<file path="src/rtl/read_return_router.sv">
// Read return router: buffers read_back returns in a FIFO and hands each head entry to one receiver.
// Latency: a return pushed at edge N is presented after edge N. Throughput is one push and one pop per cycle.
// Backpressure: a stalled receiver blocks the head. halt is registered and warns the source HALT_MARGIN entries early.
// Optional statistics counters are built when READ_RETURN_ROUTER_STATS_EN is defined; otherwise they read 0.

package read_return_router_pkg;
  localparam int ID_W   = 4;
  localparam int ADDR_W = 16;
  localparam int DATA_W = 32;

  typedef struct packed {
    logic              valid;
    logic [ID_W-1:0]   receive_id;
    logic [ADDR_W-1:0] read_address;
    logic [DATA_W-1:0] read_data;
  } read_return_t;
endpackage

module read_return_router
  import read_return_router_pkg::*;
#(
  parameter int DEPTH       = 8,
  parameter int NUM_RX      = 4,
  parameter int RX_BASE     = 7,
  parameter int HALT_MARGIN = 3
) (
  input  logic                     clk,
  input  logic                     rst,
  input  read_return_t             read_back,
  output logic                     halt,
  output read_return_t             out_ret,
  output logic [NUM_RX-1:0]        out_valid,
  input  logic [NUM_RX-1:0]        out_ready,
  output logic [$clog2(DEPTH):0]   occupancy,
  output logic                     overflow,
  output logic                     bad_id,
  output logic [15:0]              drop_count,
  output logic [31:0]              ret_count
);
  localparam int PTR_W = $clog2(DEPTH);
  localparam int OCC_W = PTR_W + 1;
  localparam logic [OCC_W-1:0] FULL_OCC = OCC_W'(DEPTH);
  localparam logic [OCC_W-1:0] HALT_OCC = OCC_W'(DEPTH - HALT_MARGIN);
  localparam logic [ID_W-1:0]  BASE_ID  = ID_W'(RX_BASE);

  typedef enum logic {IDLE, PRESENT} state_e;

  state_e           state_q, state_d;
  read_return_t     mem_q [DEPTH];
  read_return_t     mem_d [DEPTH];
  logic [PTR_W-1:0] wr_ptr_q, wr_ptr_d, rd_ptr_q, rd_ptr_d;
  logic [OCC_W-1:0] occ_q, occ_d;
  logic             halt_q, halt_d;
  logic             overflow_q, overflow_d;
  logic             bad_id_q, bad_id_d;

  read_return_t     head;
  logic [ID_W-1:0]  head_idx;
  logic             head_mapped;
  logic             full, push, push_drop, pop, deliver, bad_pop;

  // Head entry and its receiver index; the subtraction wraps at ID width so IDs below the base become unmapped.
  assign head        = mem_q[rd_ptr_q];
  assign head_idx    = head.receive_id - BASE_ID;
  assign head_mapped = (32'(head_idx) < 32'(NUM_RX));

  // Head FSM: present the head, decide the pop, then derive occupancy and the next state from it.
  always_comb begin
    state_d   = state_q;
    out_valid = '0;
    out_ret   = '0;
    pop       = 1'b0;
    deliver   = 1'b0;
    bad_pop   = 1'b0;
    case (state_q)
      IDLE: begin
      end
      PRESENT: begin
        out_ret       = head;
        out_ret.valid = head_mapped;
        for (int k = 0; k < NUM_RX; k++) begin
          if (head_mapped && (32'(head_idx) == 32'(k))) out_valid[k] = 1'b1;
        end
        if (!head_mapped) begin
          pop     = 1'b1;
          bad_pop = 1'b1;
        end else if (|(out_valid & out_ready)) begin
          pop     = 1'b1;
          deliver = 1'b1;
        end
      end
      default: begin
      end
    endcase
    // A push into a full FIFO is still accepted when the head leaves on the same edge.
    full      = (occ_q == FULL_OCC);
    push      = read_back.valid && (!full || pop);
    push_drop = read_back.valid && !push;
    occ_d     = occ_q + OCC_W'(push) - OCC_W'(pop);
    state_d   = (occ_d != '0) ? PRESENT : IDLE;
  end

  // Storage, pointers, early-warning halt and sticky error flags.
  always_comb begin
    mem_d    = mem_q;
    wr_ptr_d = wr_ptr_q;
    rd_ptr_d = rd_ptr_q;
    if (push) begin
      mem_d[wr_ptr_q] = read_back;
      wr_ptr_d        = wr_ptr_q + PTR_W'(1);
    end
    if (pop) rd_ptr_d = rd_ptr_q + PTR_W'(1);
    halt_d     = (occ_d >= HALT_OCC);
    overflow_d = overflow_q | push_drop;
    bad_id_d   = bad_id_q | bad_pop;
  end

  // State registers; reset discards every held entry at once.
  always_ff @(posedge clk or posedge rst) begin
    if (rst) begin
      state_q    <= IDLE;
      wr_ptr_q   <= '0;
      rd_ptr_q   <= '0;
      occ_q      <= '0;
      halt_q     <= 1'b0;
      overflow_q <= 1'b0;
      bad_id_q   <= 1'b0;
      for (int i = 0; i < DEPTH; i++) mem_q[i] <= '0;
    end else begin
      state_q    <= state_d;
      wr_ptr_q   <= wr_ptr_d;
      rd_ptr_q   <= rd_ptr_d;
      occ_q      <= occ_d;
      halt_q     <= halt_d;
      overflow_q <= overflow_d;
      bad_id_q   <= bad_id_d;
      mem_q      <= mem_d;
    end
  end

  assign halt      = halt_q;
  assign occupancy = occ_q;
  assign overflow  = overflow_q;
  assign bad_id    = bad_id_q;

`ifdef READ_RETURN_ROUTER_STATS_EN
  logic [15:0] drop_q, drop_d;
  logic [31:0] ret_q, ret_d;
  logic [16:0] drop_sum;

  // Saturating statistics; an overflow drop and a bad-ID drop can land on the same edge.
  always_comb begin
    drop_sum = {1'b0, drop_q} + 17'(push_drop) + 17'(bad_pop);
    drop_d   = drop_sum[16] ? 16'hFFFF : drop_sum[15:0];
    ret_d    = (deliver && (ret_q != '1)) ? ret_q + 32'd1 : ret_q;
  end

  // Statistics registers.
  always_ff @(posedge clk or posedge rst) begin
    if (rst) begin
      drop_q <= '0;
      ret_q  <= '0;
    end else begin
      drop_q <= drop_d;
      ret_q  <= ret_d;
    end
  end

  assign drop_count = drop_q;
  assign ret_count  = ret_q;
`else
  assign drop_count = '0;
  assign ret_count  = '0;
`endif
endmodule

</file>
<file path="config.mk">
export PLATFORM = sky130hd
export DESIGN_NAME = read_return_router
export DESIGN_NICKNAME = d
export VERILOG_FILES = /design/src/rtl/read_return_router.sv
export SDC_FILE = /design/constraint.sdc
export NUM_CORES = 1
export LEC_CHECK = 0
export CAP_MARGIN = 20
export CORE_MARGIN = 1.5
export CORE_UTILIZATION = 30
export DETAILED_ROUTE_END_ITERATION = 10
export SLEW_MARGIN = 40
export SYNTH_ARGS = -nofsm -noshare
export SYNTH_HDL_FRONTEND = slang
export SYNTH_SLANG_ARGS = --single-unit
</file>
<file path="constraint.sdc">
create_clock -name clk -period 36.1 [get_ports clk]
set_clock_uncertainty 0.1 [all_clocks]
set_input_delay 3.61 -clock clk [delete_from_list [all_inputs] [get_ports clk]]
set_output_delay 3.61 -clock clk [all_outputs]
set_load 0.02 [all_outputs]
</file>
==> reports/qor.csv <==
stage,metric,value,unit
routing,DR vias,11000,
synthesis,largest area contributor in the netlist,dfrtp_1,
global_routing,total track usage,13.9,%
global_routing,first-pass GRT wire length,72600,um
finish,Nets,1444,
setup_path,Worst Setup Path Type,reg -> out,
sta,period utilisation layout,22.2,%
global_routing,"Remaining Overflow, GRT",0,
synthesis,xor and xnor area share after synthesis,0.264,%
sta,Final setup viols,0,
clocking,hold buffers post-CTS,0,
setup_path,CP Launch Type,flop,
clocking,TritonCTS buffer count,48,
synthesis,main combinational cell family by area after synthesis,multiplexers,
sta,Rel. slew slack,45.4,%
routing,TritonRoute pass-1 iters,4,
finish,design area,23400,um^2
sta,Setup TNS,0,ns
global_routing,initial antenna violation count,6,
sta,final hold vios,0,
clocking,CTS Buffer Depth,3,
placed_design,RD Place Congestion,0.702,
worst_hold_path,Worst Hold Class,reg -> reg,
sta,Max Slew Vio Count,0,
synthesis,Syn Inst Count,1263,
placed_design,pre-CTS setup slack,28.53,ns
floorplanning,Die X,261,um
floorplanning,die height,261,um
routing,routed length per instance,20.2,um
floorplanning,# rows,94,
floorplanning,Ports,171,
placed_design,IO buf count,122,
setup_path,CP Data Arrival Time,4.30,ns
sta,final worst setup slack,28.09,ns
synthesis,fraction of synthesized area in multiplexers,38.1,%
synthesis,Synth area leaders,"dfrtp_1, mux2_2, mux4_2",
power_and_ir_drop,peak supply drop,0.0000693,V
clocking,clk sink count,430,
clocking,TritonCTS clock tree,done,
floorplanning,Die ar.,68000,um^2
placed_design,Post-DP Area,21900,um^2
finish,share of layout cells above drive strength 1,37.8,%
clocking,# H-tree levels,2,
clocking,Worst-path clk slew,0.06,ns
power_and_ir_drop,power density over the cells,104,nW/um^2
clocking,postcts setup bufs,0,
synthesis,Compound-Gate Fraction of Synth Area,1.11,%
setup_path,worst-path fanout max,37,
synthesis,Synth cell types,42,
synthesis,Synth top cells by count,"dfrtp_1, mux2_2, mux2_1",
placed_design,hpwl dp,26200,um
synthesis,Post-Syn Area,19900,um^2
sta,FMAX,125,MHz
routing,Vias/cell,4.82,
outcome,status,"finished, final reports clean",
floorplanning,Starting Density,30.3,%
job,Max-Cap Viols,0,
synthesis,post-synthesis sequential area ratio,54.0,%
synthesis,share of the synthesized area in the top cell type,54.0,%
finish,final core utilization,35.6,%
routing,First DRT Iteration DRCs,603,
synthesis,Post-synth EDFFs,0,
clocking,clock latency on the worst-skew pair,0.59,ns
routing,post-route DRC violation count,0,
sta,RSZ-0062 raised after global routing,false,
synthesis,synth warn,0,
routing,final wirelength,46000,um
synthesis,Synth Area in Simple Gates,1.70,%
floorplanning,Core Area,65700,um^2
synthesis,adder-cell share of the synthesized area,0.540,%
global_routing,largest net degree at the start of global routing,149,
sta,Final min period,8.01,ns
power_and_ir_drop,Pleak,9.70,nW
clocking,CTS root buf,clkbuf_16,
sta,Slew @ Worst Pin,0.820,ns
synthesis,ys async rst share,100,%
clocking,Resized Gates After CTS,0,
setup_path,"Req. time, crit path",32.39,ns
synthesis,Yosys reg bits,430,
synthesis,average size of a mapped cell,15.8,um^2
synthesis,cell with the most instances after synthesis,dfrtp_1,
routing,DRT antenna net count,0,
setup_path,CP Capture Type,output pin,
finish,area grow syn2layout,17.5,%
synthesis,top_reg_cell synth,dfrtp_1,
global_routing,number of global-route vias before repair,11900,
==> path summary, 6_finish.rpt <==
path	slack, ns	to	startpoint	depth (start not counted)
max in group asynchronous	30.49	rd_ptr_q[0]	rst	4
worst max-delay path	28.09	out_ret[24]	rd_ptr_q[1]	6
worst min register to register	0.38	mem_q[166]	mem_q[166]	1
worst max register to register	30.65	halt	rd_ptr_q[1]	16
min in group asynchronous	3.51	mem_q[321]	rst	2
worst min-delay path	0.38	mem_q[166]	mem_q[166]	1
==> power breakdown <==
part	internal (mW)	switching [mW]	total, mW
clock network	0.269	0.197	0.466
registers	0.729	0.144	0.873
logic	0.597	0.490	1.09
total	1.59	0.831	2.43
==> cell families after synthesis <==
group                      after synthesis
adders and majority gates                8
and+or+nand+nor                         80
buffers and inverters                  143
DFF                                    430
xor gates and xnor gates                 6
muxes                                  574
other                                    1
AOI/OAI and AO/OA                       21
==> final cells by class <==
class	instances	area [um^2]
sequential	430	10800
inverter	16	76.3
antenna	1	2.50
tap	864	1080
timing repair buffer	144	1440
fill	6255	42300
multi-input combinational	737	8540
clock buffer	67	1350
clock inverter	17	144
==> through the flow <==
stage,power (mW),hold slack (ns),instances
after floorplan,1.62,0.352,1310
after global placement,1.96,0.362,2190
after detailed placement,1.99,0.373,2191
after CTS,2.47,0.386,2275
after global routing,2.59,0.396,2276
final,2.43,0.381,2276
==> per-layer routing <==
| layer | GRT usage, % | wire [um] |
|---|---|---|
| met1 | 18.2 | 20300 |
| met2 | 23.6 | 22800 |
| met3 | 2.50 | 1940 |
| met4 | 3.76 | 909 |
| met5 | 0 | 69 |
==> worst max-delay path: stages (launching register included) <==
cell and delay (ns):
dfrtp_4 0.89, buf_4 0.66, buf_4 0.64, mux4_2 0.58
mux2i_1 0.27, nor2_1 0.07, clkdlybuf4s50_1 0.56
==> cell usage in the layout, fill, tap and decap left out, types with 2 or more instances in the layout <==
master / count
clkbuf_8: 9
a21oi_1: 2
nand2_1: 8
ha_1: 7
conb_1: 48
inv_16: 2
nor2_1: 58
buf_6: 8
mux2_2: 314
dfrtp_4: 3
dfrtp_1: 427
nor3_1: 2
o21ai_0: 2
a2111oi_4: 3
mux4_2: 104
xor2_1: 5
a211oi_4: 2
nand3_1: 4
clkdlybuf4s50_1: 122
mux2_1: 105
buf_4: 12
mux2i_1: 49
and2_1: 3
a21oi_4: 4
clkbuf_1: 11
clkbuf_16: 48
inv_1: 14
clkinv_2: 12
==> flip-flops by register name, indices dropped and copies added (netlist names) <==
| register | cells |
|---|---|
| occupancy | 4 |
| mem_q | 416 |
| rd_ptr_q | 3 |
| halt | 1 |
| state_q | 1 |
| bad_id | 1 |
| wr_ptr_q | 3 |
| overflow | 1 |
Power figures use the tool's default switching activity.
